<file path="config.mk">
export PLATFORM = sky130hd
export DESIGN_NAME = fetch_ctrl_flat
export DESIGN_NICKNAME = d
export VERILOG_FILES = /design/src/rtl/fetch_pkg.sv /design/src/rtl/fetch_if.sv /design/src/rtl/fetch_queue.sv /design/src/rtl/fetch_ctrl.sv /design/src/flat_wrapper.sv
export SDC_FILE = /design/constraint.sdc
export NUM_CORES = 1
export LEC_CHECK = 0
export ABC_CLOCK_PERIOD_IN_PS = 2650
export BUFFER_PORTS_ARGS = -buffer_cell sky130_fd_sc_hd__buf_4
export CAP_MARGIN = 20
export CELL_PAD_IN_SITES_DETAIL_PLACEMENT = 0
export CELL_PAD_IN_SITES_GLOBAL_PLACEMENT = 2
export CORE_MARGIN = 4
export CORE_UTILIZATION = 30
export DETAILED_ROUTE_END_ITERATION = 8
export PLACE_DENSITY_LB_ADDON = 0.15
export REMOVE_ABC_BUFFERS = 1
export SLEW_MARGIN = 10
export SYNTH_ARGS = -nofsm -noshare
export SYNTH_HDL_FRONTEND = slang
export SYNTH_SLANG_ARGS = --single-unit
</file>
<file path="constraint.sdc">
create_clock -name clk -period 2.65 [get_ports clk]
set_clock_uncertainty 0.1 [all_clocks]
set_input_delay 0.53 -clock clk [delete_from_list [all_inputs] [get_ports clk]]
set_output_delay 0.53 -clock clk [all_outputs]
set_load 0.02 [all_outputs]
</file>
<file path="src/rtl/fetch_pkg.sv">
// Shared definitions for the instruction fetch block: FSM states,
// the default HALT opcode and the width of one queued fetch entry.
package fetch_pkg;

  typedef enum logic [1:0] {
    ST_IDLE   = 2'd0,
    ST_RUN    = 2'd1,
    ST_HALTED = 2'd2
  } state_t;

  // Instruction word width returned by the instruction memory.
  localparam int INSTR_W = 16;

  // Opcode field instr[15:11] that marks HALT unless overridden.
  localparam logic [4:0] HALT_OP_DEF = 5'b00000;

  // One queue entry carries {pc, instr}.
  function automatic int entry_width(input int addr_w);
    return INSTR_W + addr_w;
  endfunction

endpackage

</file>
<file path="src/rtl/fetch_if.sv">
// Bus bundle between the fetch block, the instruction memory and decode.
// The fetch block is the master of both the memory port and the
// instruction stream towards decode.
interface fetch_if #(
  parameter int ADDR_WIDTH = 16
) ();

  // Instruction memory port (single-cycle, combinational read data).
  logic [ADDR_WIDTH-1:0] mem_addr;
  logic                  mem_en;
  logic                  mem_wr;
  logic [15:0]           mem_wdata;
  logic [15:0]           mem_rdata;

  // Instruction stream to decode (valid/ready).
  logic                  out_valid;
  logic                  out_ready;
  logic [15:0]           out_instr;
  logic [ADDR_WIDTH-1:0] out_pc;
  logic [ADDR_WIDTH-1:0] out_pc2;

  modport master (
    output mem_addr, mem_en, mem_wr, mem_wdata,
    input  mem_rdata,
    output out_valid, out_instr, out_pc, out_pc2,
    input  out_ready
  );

  modport slave (
    input  mem_addr, mem_en, mem_wr, mem_wdata,
    output mem_rdata,
    input  out_valid, out_instr, out_pc, out_pc2,
    output out_ready
  );

endinterface

</file>
<file path="src/rtl/fetch_queue.sv">
// Small synchronous FIFO holding fetched {pc, instr} entries.
// flush empties the queue and overrides any push or pop in the same cycle.
// The caller never pushes into a full queue.
module fetch_queue #(
  parameter int DEPTH   = 2,
  parameter int ENTRY_W = 32
) (
  input  logic                          clk,
  input  logic                          rst_n,
  input  logic                          push,
  input  logic                          pop,
  input  logic                          flush,
  input  logic [ENTRY_W-1:0]            data,
  output logic [$clog2(DEPTH):0]        count,
  output logic [ENTRY_W-1:0]            head
);

  localparam int PTR_W = $clog2(DEPTH);
  localparam int CNT_W = PTR_W + 1;

  logic [ENTRY_W-1:0] store_q [DEPTH];
  logic [PTR_W-1:0]   rd_ptr_q;
  logic [PTR_W-1:0]   wr_ptr_q;
  logic [CNT_W-1:0]   count_q;
  logic               pop_ok;
  logic               push_ok;

  assign pop_ok  = pop  && (count_q != '0) && !flush;
  assign push_ok = push && !flush;

  // Entry storage: written on push, no reset needed (gated by count).
  always_ff @(posedge clk) begin
    if (push_ok) begin
      store_q[wr_ptr_q] <= data;
    end
  end

  // Pointer and occupancy bookkeeping; flush returns to empty.
  always_ff @(posedge clk or negedge rst_n) begin
    if (!rst_n) begin
      rd_ptr_q <= '0;
      wr_ptr_q <= '0;
      count_q  <= '0;
    end else if (flush) begin
      rd_ptr_q <= '0;
      wr_ptr_q <= '0;
      count_q  <= '0;
    end else begin
      if (push_ok) begin
        wr_ptr_q <= wr_ptr_q + PTR_W'(1);
      end
      if (pop_ok) begin
        rd_ptr_q <= rd_ptr_q + PTR_W'(1);
      end
      count_q <= count_q + CNT_W'(push_ok) - CNT_W'(pop_ok);
    end
  end

  assign count = count_q;
  assign head  = store_q[rd_ptr_q];

endmodule

</file>
<file path="src/rtl/fetch_ctrl.sv">
// Instruction fetch controller: owns the PC, drives the single-cycle
// instruction memory, queues returned instructions and hands them to
// decode over valid/ready. Redirect flushes and restarts fetching;
// a fetched HALT stops further fetches once it has been queued.
module fetch_ctrl
  import fetch_pkg::*;
#(
  parameter int                    ADDR_WIDTH = 16,
  parameter logic [ADDR_WIDTH-1:0] RESET_PC   = '0,
  parameter int                    DEPTH      = 2,
  parameter logic [4:0]            HALT_OP    = HALT_OP_DEF
) (
  input  logic                  clk,
  input  logic                  rst_n,
  input  logic                  start,
  input  logic                  redirect_valid,
  input  logic [ADDR_WIDTH-1:0] redirect_pc,
  fetch_if.master               bus,
  output logic                  halted
);

  localparam int ENTRY_W = entry_width(ADDR_WIDTH);
  localparam int CNT_W   = $clog2(DEPTH) + 1;

  state_t                state_q;
  state_t                state_d;
  logic [ADDR_WIDTH-1:0] pc_q;
  logic                  fetch;
  logic                  pop;
  logic                  head_vld;
  logic [CNT_W-1:0]      count;
  logic [ENTRY_W-1:0]    head;
  logic [ADDR_WIDTH-1:0] head_pc;
  logic [INSTR_W-1:0]    head_instr;

  // Next sequential fetch address; wraps naturally at 2^ADDR_WIDTH.
  function automatic logic [ADDR_WIDTH-1:0] pc_plus2(input logic [ADDR_WIDTH-1:0] pc);
    return pc + ADDR_WIDTH'(2);
  endfunction

  // Instruction addresses are halfword aligned.
  function automatic logic [ADDR_WIDTH-1:0] align_pc(input logic [ADDR_WIDTH-1:0] pc);
    return {pc[ADDR_WIDTH-1:1], 1'b0};
  endfunction

  function automatic logic is_halt(input logic [INSTR_W-1:0] instr);
    return instr[15:11] == HALT_OP;
  endfunction

  // Fetch uses the occupancy before this cycle's pop, so out_ready never
  // reaches mem_en combinationally.
  assign fetch    = (state_q == ST_RUN) && (count < CNT_W'(DEPTH)) && !redirect_valid;
  assign head_vld = (count != '0);
  assign pop      = head_vld && bus.out_ready;

  // State register.
  always_ff @(posedge clk or negedge rst_n) begin
    if (!rst_n) begin
      state_q <= ST_IDLE;
    end else begin
      state_q <= state_d;
    end
  end

  // Next-state logic; redirect wins over every other event.
  always_comb begin
    state_d = state_q;
    if (redirect_valid) begin
      state_d = ST_RUN;
    end else begin
      case (state_q)
        ST_IDLE:   if (start) state_d = ST_RUN;
        ST_RUN:    if (fetch && is_halt(bus.mem_rdata)) state_d = ST_HALTED;
        ST_HALTED: state_d = ST_HALTED;
        default:   state_d = ST_IDLE;
      endcase
    end
  end

  // PC: reload on redirect, advance by one halfword per accepted fetch.
  always_ff @(posedge clk or negedge rst_n) begin
    if (!rst_n) begin
      pc_q <= align_pc(RESET_PC);
    end else if (redirect_valid) begin
      pc_q <= align_pc(redirect_pc);
    end else if (fetch) begin
      pc_q <= pc_plus2(pc_q);
    end
  end

  fetch_queue #(
    .DEPTH   (DEPTH),
    .ENTRY_W (ENTRY_W)
  ) u_queue (
    .clk   (clk),
    .rst_n (rst_n),
    .push  (fetch),
    .pop   (pop),
    .flush (redirect_valid),
    .data  ({pc_q, bus.mem_rdata}),
    .count (count),
    .head  (head)
  );

  assign head_pc    = head[ENTRY_W-1:INSTR_W];
  assign head_instr = head[INSTR_W-1:0];

  // Memory port: read-only, address is the live PC.
  assign bus.mem_addr  = pc_q;
  assign bus.mem_en    = fetch;
  assign bus.mem_wr    = 1'b0;
  assign bus.mem_wdata = '0;

  // Decode side: head fields read as zero while the queue is empty.
  assign bus.out_valid = head_vld;
  assign bus.out_instr = head_vld ? head_instr : '0;
  assign bus.out_pc    = head_vld ? head_pc : '0;
  assign bus.out_pc2   = head_vld ? pc_plus2(head_pc) : '0;

  assign halted = (state_q == ST_HALTED) && !head_vld;

endmodule

</file>
<file path="src/flat_wrapper.sv">
// flat-port wrapper written by rule: the top's interface ports become plain ports
module fetch_ctrl_flat import fetch_pkg::*;
#(
  parameter int                    ADDR_WIDTH = 16,
  parameter logic [ADDR_WIDTH-1:0] RESET_PC   = '0,
  parameter int                    DEPTH      = 2,
  parameter logic [4:0]            HALT_OP    = HALT_OP_DEF
)
  (clk, rst_n, start, redirect_valid, redirect_pc, halted, bus_mem_addr, bus_mem_en, bus_mem_wr, bus_mem_wdata, bus_mem_rdata, bus_out_valid, bus_out_instr, bus_out_pc, bus_out_pc2, bus_out_ready);
  fetch_if #(.ADDR_WIDTH(ADDR_WIDTH)) bus_i ();
  input  logic clk;
  input  logic rst_n;
  input  logic start;
  input  logic redirect_valid;
  input  logic [ADDR_WIDTH-1:0] redirect_pc;
  output logic halted;
  output wire logic [$bits(bus_i.mem_addr)-1:0] bus_mem_addr;
  output wire logic [$bits(bus_i.mem_en)-1:0] bus_mem_en;
  output wire logic [$bits(bus_i.mem_wr)-1:0] bus_mem_wr;
  output wire logic [$bits(bus_i.mem_wdata)-1:0] bus_mem_wdata;
  input wire logic [$bits(bus_i.mem_rdata)-1:0] bus_mem_rdata;
  output wire logic [$bits(bus_i.out_valid)-1:0] bus_out_valid;
  output wire logic [$bits(bus_i.out_instr)-1:0] bus_out_instr;
  output wire logic [$bits(bus_i.out_pc)-1:0] bus_out_pc;
  output wire logic [$bits(bus_i.out_pc2)-1:0] bus_out_pc2;
  input wire logic [$bits(bus_i.out_ready)-1:0] bus_out_ready;
  assign bus_mem_addr = bus_i.mem_addr;
  assign bus_mem_en = bus_i.mem_en;
  assign bus_mem_wr = bus_i.mem_wr;
  assign bus_mem_wdata = bus_i.mem_wdata;
  assign bus_i.mem_rdata = bus_mem_rdata;
  assign bus_out_valid = bus_i.out_valid;
  assign bus_out_instr = bus_i.out_instr;
  assign bus_out_pc = bus_i.out_pc;
  assign bus_out_pc2 = bus_i.out_pc2;
  assign bus_i.out_ready = bus_out_ready;
  fetch_ctrl #(.ADDR_WIDTH(ADDR_WIDTH), .RESET_PC(RESET_PC), .DEPTH(DEPTH), .HALT_OP(HALT_OP)) u_core (.clk(clk), .rst_n(rst_n), .start(start), .redirect_valid(redirect_valid), .redirect_pc(redirect_pc), .bus(bus_i), .halted(halted));
endmodule
</file>
==> results of run 1 <==
[report_power, final]
group          switching [µW]  internal (µW)
clock network             484            822
logic                    1710           1300
registers                 215           1790
total                    2410           3910
[metal layers]
layer / vias to the layer above / GRT usage (%)
li1: 1431 / -
met1: 1387 / 15.9
met2: 82 / 20.2
met3: 12 / 2.99
met4: 0 / 5.04
met5: - / 0
[what timing repair did]
| action | CTS | global route |
|---|---|---|
| hold buffers | 1 | 0 |
| buffers inserted | 3 | 1 |
| resized for setup | 18 | 8 |
| hold endpoints to repair | 21 | 0 |
| endpoints found under the setup margin | 11 | 12 |
| pin swaps | 7 | 1 |
[worst max-delay path by stage]
stage / slack, ps / cells past startpoint / to
3_5_place_dp: -10 / 7 / bus_out_pc2[15]
4_1_cts: -280 / 6 / bus_out_pc2[15]
3_3_place_gp: -40 / 7 / bus_out_pc2[15]
2_1_floorplan: -910 / 6 / bus_out_pc2[13]
5_1_grt: -360 / 7 / bus_out_pc2[14]
6_report: -240 / 8 / bus_out_pc2[12]
[placed cells by master (no fill, tap or decap), drive strengths merged, types with 4 or more instances in the layout]
master and n:
nand2 21, nand3 9, o21ai 14, inv 10, edfxtp 62, a21oi 4, dfrtp 21, mux2i 29
xor2 6, clkbuf 11, nor4 9, xnor2 15, ha 7, buf 122, nor2 47, and2 10
conb 20, mux2 7, nor3 12
[state kept, by name, summed over array words and instances, names as in the netlist]
signal,cells
u_core.state_q,2
u_core.u_queue.store_q,62
u_core.u_queue.rd_ptr_q,1
u_core.u_queue.count,2
u_core.bus.mem_addr,15
u_core.u_queue.wr_ptr_q,1
[per-stage QoR]
step           power, µW  setup slack [ps]  util [%]  cells  area [µm²]
5_1_grt             6740              -355      41.9    648        5590
4_1_cts             6390              -276      41.6    647        5550
6_report            6320              -242      41.9    648        5590
2_1_floorplan       3650              -909         -    333        3970
3_3_place_gp        4930             -43.3      38.4    627        5130
3_5_place_dp        4960             -13.3      38.4    627        5130
[kinds of logic (layout without fill, tap and decap cells)]
kind of cell	count (synthesis)	in the layout	share of synthesized area (%)
simple gates	126	126	15.2
mux	36	36	8.97
other cells	1	20	0.0911
flops	83	83	58.0
fa+ha+maj	7	7	2.13
buf+inv	43	149	6.26
compound gates	30	30	4.86
xor+xnor	21	21	4.47
[final cells by class]
class                           count  area share (%)
Timing Repair Buffer              123            17.7
Multi-Input combinational cell    240            29.4
Sequential cell                    83            42.7
Clock buffer                       11            4.16
Tap cell                          176            3.94
Inverter                           10           0.671
Clock inverter                      5            1.39
==> flow_metrics.env, run 1 <==
export IMPL_holdWs_ps=279
export IMPL_clock_sinks=83
export IMPL_ys_top_cells_by_area="edfxtp_1 45%, dfrtp_1 13%, mux2i_1 7.1%"
export IMPL_min_from="bus_mem_rdata[1]"
export IMPL_grt_max_degree=32
export IMPL_die_y_um=125
export IMPL_clk_pin_slew_ps=60
export IMPL_hold_path_class="input pin to flip-flop"
export IMPL_gr_usage_all_layers_pct=12.4
export IMPL_status="finished with violations"
export IMPL_period_needed_ps=2890
export IMPL_setup_viol_count_final=9
export IMPL_r2r_slack_ps=510
export IMPL_wl_met3_um=468
export IMPL_ys_warn_count=0
export IMPL_fmax_mhz=346
export IMPL_cp_arrival_ps=2260
export IMPL_place_congestion=0.742
export IMPL_cts_max_path_buffers=2
export IMPL_drt_iter0_markers=140
export IMPL_synthCells=347
export IMPL_drive_gt1_share_pct=34.7
export IMPL_worst_slack_ps=-242
export IMPL_wl_met1_mm=4.25
export IMPL_die_w_um=125
export IMPL_yosys_register_bits=83
export IMPL_antenna_cells=0
export IMPL_r2r_cells=6
export IMPL_reg2reg_from="u_core.state_q[1]"
export IMPL_htreeDepth=3
export IMPL_port_buffers=99
export IMPL_synth_top_area_share_pct=45.2
export IMPL_die_area_um2=15700
export IMPL_num_rows=42
export IMPL_tns_ps=-1420
export IMPL_clk_latency_ps=340
export IMPL_vias=2912
export IMPL_grt_pass1_vias=2884
export IMPL_synth_edff_count=62
export IMPL_cts_inserted_buffers=9
export IMPL_path_max_fanout=11
export IMPL_core_area_um2=13300
export IMPL_syn_cell_area_um2=4120
export IMPL_seq_area_um2=2390
export IMPL_tritoncts="done"
export IMPL_ir_worst_vdd_uv=389
export IMPL_post_synth_top_count_cell="edfxtp_1"
export IMPL_io_pins=121
export IMPL_ys_types=42
export IMPL_drcViolationCount=0
export IMPL_synth_common_cells="62 x edfxtp_1, 47 x nor2_1, 29 x mux2i_1"
export IMPL_hold_violations=0
export IMPL_dr_pass1_iters=4
export IMPL_postRouteAntennaNets=0
export IMPL_cp_end_kind="output port"
export IMPL_worstPathCellList="buf_12, buf_4, and4_4, o21ai_2, buf_4, nor4_2, mux2_2, buf_4"
export IMPL_worstSetupStartpointType="flip-flop"
export IMPL_violations="negative setup slack"
export IMPL_crit_type="flip-flop to output port"
export IMPL_ys_async_sr_fraction_pct=25.3
export IMPL_totalWireLength_mm=9.63
export IMPL_antenna_found_initial=0
export IMPL_maxCapViolations=0
export IMPL_wl_met2_mm=4.74
export IMPL_min_period_over_period_pct=109
export IMPL_grt_pass1_wl_mm=15.2
export IMPL_dp_hpwl_mm=7.06
export IMPL_startpoint="u_core.u_queue.rd_ptr_q"
export IMPL_slowest_delay_ps=450
export IMPL_cp_common_cell="buf_4"
export IMPL_layout_area_overhead_vs_synth_pct=35.9
export IMPL_ys_flop_type="edfxtp_1"
export IMPL_slew_violations=0
export IMPL_multi_input_area_um2=1650
export IMPL_crit_family="buffers and inverters"
export IMPL_start_util_pct=30.8
export IMPL_critPathRequiredTime_ps=2020
export IMPL_gr_total_overflow=0
export IMPL_viasPerCell=4.49
export IMPL_top_layer_used="met4"
export IMPL_hold_end="u_core.u_queue.store_q[1][1]"
export IMPL_fin_nets=511
export IMPL_powerDensity_nw_per_um2=1130
export IMPL_worst_path_buf_inv=4
export IMPL_slowest_stage="dfrtp_2"
export IMPL_seq_area_frac_synth_pct=58.0
export IMPL_synth_area_leader_cell="edfxtp_1"
export IMPL_r2r_end="u_core.bus.mem_addr[15]"
export IMPL_min_path_cells=1
export IMPL_postSynthAreaPerCell_um2=11.9
export IMPL_total_leakage_power_uw=0.00223
export IMPL_fillers=1312
export IMPL_rsz0062_at_grt="yes"
export IMPL_wl_per_cell_um=14.9
export IMPL_clockRootBuffer="clkbuf_16"
No activity file was read; power rests on OpenSTA's default activity.
==> run 2, diff against run 1 <==
--- a/config.mk
+++ b/config.mk
@@ -12,10 +12,12 @@
 export CELL_PAD_IN_SITES_GLOBAL_PLACEMENT = 2
 export CORE_MARGIN = 4
 export CORE_UTILIZATION = 30
+export CTS_CLUSTER_DIAMETER = 60
 export DETAILED_ROUTE_END_ITERATION = 8
 export PLACE_DENSITY_LB_ADDON = 0.15
 export REMOVE_ABC_BUFFERS = 1
 export SLEW_MARGIN = 10
 export SYNTH_ARGS = -nofsm -noshare
 export SYNTH_HDL_FRONTEND = slang
+export SYNTH_HIERARCHICAL = 1
 export SYNTH_SLANG_ARGS = --single-unit
==> run 2 against run 1 <==
The run still ends with negative setup slack left. Non-clock buffer count rose by 4. Utilization shrank 0.18 points. Wire length grew 5.1%. Fmax increased by 2.4%. Final cell count grew 0.93%. Synthesized area increased by 3.6%. Hold slack improved by 7.8 ps. Largest cell class unchanged. Largest power group is now registers. Highest routed layer unchanged.
==> flow_metrics.env, run 2 <==
export IMPL_wl_met2_mm=4.88
export IMPL_slowest_stage="dfrtp_2"
export IMPL_gr_usage_all_layers_pct=12.5
export IMPL_tritoncts="done"
export IMPL_die_area_um2=16200
export IMPL_viasPerCell=4.43
export IMPL_worst_slew_pin_slew_ps=500
export IMPL_place_congestion=0.770
export IMPL_clockRootBuffer="clkbuf_16"
export IMPL_drt_iter0_markers=148
export IMPL_violations="negative setup slack"
export IMPL_slew_violations=0
export IMPL_ys_top_cells_by_area="edfxtp_1 45%, dfrtp_1 12%, mux2_2 8.7%"
export IMPL_synth_edff_count=64
export IMPL_antenna_found_initial=0
export IMPL_dp_hpwl_mm=7.26
export IMPL_largest_reg_flops=64
export IMPL_synthCells=343
export IMPL_syn_cell_area_um2=4260
export IMPL_grt_pass1_wl_mm=15.9
export IMPL_port_buffers=101
export IMPL_maxCapViolations=0
export IMPL_worstPathCellList="buf_12, mux2_4, and4_4, and2_1, nand4_1, mux2_4, buf_6"
export IMPL_clk_pin_slew_ps=60
export IMPL_grt_max_degree=36
export IMPL_multi_input_area_um2=1790
export IMPL_layout_area_overhead_vs_synth_pct=35.9
export IMPL_worst_slack_ps=-174
export IMPL_final_common_cell="buf_4"
export IMPL_htreeDepth=3
export IMPL_hold_path_class="input pin to flip-flop"
export IMPL_die_y_um=127
export IMPL_drcViolationCount=0
export IMPL_ys_types=40
export IMPL_powerDensity_nw_per_um2=774
export IMPL_synth_top_area_share_pct=45.1
export IMPL_seq_area_um2=2450
export IMPL_gr_total_overflow=0
export IMPL_grt_pass1_vias=3006
export IMPL_cts_inserted_buffers=9
export IMPL_holdWs_ps=286
export IMPL_relSlewSlack_pct=66.4
export IMPL_ys_async_sr_fraction_pct=24.7
export IMPL_die_w_um=127
export IMPL_cp_end_kind="output port"
export IMPL_clock_sinks=85
export IMPL_start_util_pct=30.7
export IMPL_synth_area_leader_cell="edfxtp_1"
export IMPL_worstSetupStartpointType="flip-flop"
export IMPL_critPathRequiredTime_ps=2020
export IMPL_ys_flop_type="edfxtp_1"
export IMPL_totalWireLength_mm=10.1
export IMPL_slowest_delay_ps=490
export IMPL_postRouteAntennaNets=0
export IMPL_drive_gt1_share_pct=41.1
export IMPL_postSynthAreaPerCell_um2=12.4
export IMPL_clk_latency_ps=330
export IMPL_io_pins=121
export IMPL_num_rows=43
export IMPL_fin_nets=513
export IMPL_fillers=1365
export IMPL_crit_family="multiplexers"
export IMPL_top_layer_used="met4"
export IMPL_largest_register="u_core/u_queue/store_q"
export IMPL_worst_path_buf_inv=2
export IMPL_min_period_over_period_pct=107
export IMPL_cp_arrival_ps=2190
export IMPL_status="finished with violations"
export IMPL_ys_warn_count=6
export IMPL_dr_pass1_iters=4
export IMPL_total_power_uw=4480
export IMPL_seq_area_frac_synth_pct=57.4
export IMPL_period_needed_ps=2820
export IMPL_yosys_register_bits=85
export IMPL_total_leakage_power_uw=0.00234
export IMPL_crit_type="flip-flop to output port"
export IMPL_wl_met3_um=518
export IMPL_antenna_cells=0
export IMPL_post_synth_top_count_cell="edfxtp_1"
export IMPL_synth_common_cells="64 x edfxtp_1, 37 x and2_1, 33 x mux2_2"
export IMPL_path_max_fanout=5
export IMPL_wl_per_cell_um=15.5
export IMPL_setup_viol_count_final=7
export IMPL_tns_ps=-784
export IMPL_hold_violations=0
export IMPL_vias=2894
export IMPL_ir_worst_vdd_uv=276
export IMPL_cts_max_path_buffers=2
export IMPL_rsz0062_at_grt="yes"
export IMPL_cp_common_cell="mux2_4"
export IMPL_core_area_um2=13900
export IMPL_mostFrequentLayoutCells="116 x buf_4, 64 x edfxtp_1, 36 x and2_1, 21 x mux2_2"
export IMPL_fmax_mhz=354
export IMPL_wl_met1_mm=4.61
run 2: cells by family after synthesis:
family | share of synthesized area (%)
AO/OA/AOI/OAI | 3.55
XOR/XNOR | 5.05
adder cells (fa/ha/maj) | 2.06
buffers and inverters | 5.90
flip-flops | 57.4
multiplexers | 9.89
other | 0.0880
AND/OR/NAND/NOR | 16.0
run 2: worst register-to-register path: cells and delay by family (launching register included):
| family | cells | cell delay (ps) |
|---|---|---|
| and+or+nand+nor | 4 | 650 |
| xor gates and xnor gates | 1 | 220 |
| adders and majority gates | 3 | 710 |
| buffers and inverters | 2 | 150 |
| DFF | 1 | 370 |
run 2: through the flow:
| stage | area [µm²] | util [%] | std cells | setup WS (ps) |
|---|---|---|---|---|
| floorplan | 4110 | - | 331 | -863 |
| global placement | 5280 | 38.1 | 630 | 29.7 |
| detailed placement | 5280 | 38.1 | 630 | 6.33 |
| CTS | 5730 | 41.3 | 654 | -202 |
| global route | 5790 | 41.7 | 654 | -264 |
| finish | 5790 | 41.7 | 654 | -174 |
run 2: routing by layer:
metal	global-route usage, %	vias to the layer above
li1	-	1436
met1	16.4	1370
met2	20.9	79
met3	2.47	9
met4	3.97	0
met5	0	-
run 2: repair_timing:
item | in CTS | in global routing
setup endpoints to repair | 9 | 14
buffers inserted | 6 | 2
endpoints found under the hold margin | 21 | 0
pin swaps | 14 | 17
gates cloned | 1 | 0
hold buffers | 1 | 0
gates resized for setup | 29 | 13
run 2: report_power, final:
| part | leakage [µW] | switching [µW] | internal [µW] |
|---|---|---|---|
| sequential | 0.000840 | 130 | 1650 |
| combinational | 0.00137 | 873 | 701 |
| clock | 0.000131 | 466 | 661 |
| total | 0.00234 | 1470 | 3010 |
run 2: worst paths after layout:
path | slack, ps | start | cells past startpoint | end
max | -170 | u_core/u_queue/rd_ptr_q | 7 | bus_out_pc2[14]
min | 290 | bus_mem_rdata[8] | 1 | u_core/u_queue/store_q[0][8]
max reg2reg | 380 | u_core/state_q[1] | 10 | u_core/u_queue/count[1]
min reg2reg | 470 | u_core/bus.mem_addr[13] | 0 | u_core/u_queue/store_q[1][29]
max in group asynchronous | 1670 | rst_n | 2 | u_core/u_queue/rd_ptr_q
min in group asynchronous | 530 | rst_n | 2 | u_core/state_q[1]
run 2: layout make-up:
| cell class | count | area share [%] |
|---|---|---|
| Clock inverter | 2 | 0.194 |
| Multi-Input combinational cell | 238 | 30.8 |
| Timing Repair Buffer | 127 | 17.9 |
| Clock buffer | 14 | 4.39 |
| Tap cell | 180 | 3.89 |
| Inverter | 8 | 0.518 |
| Sequential cell | 85 | 42.3 |
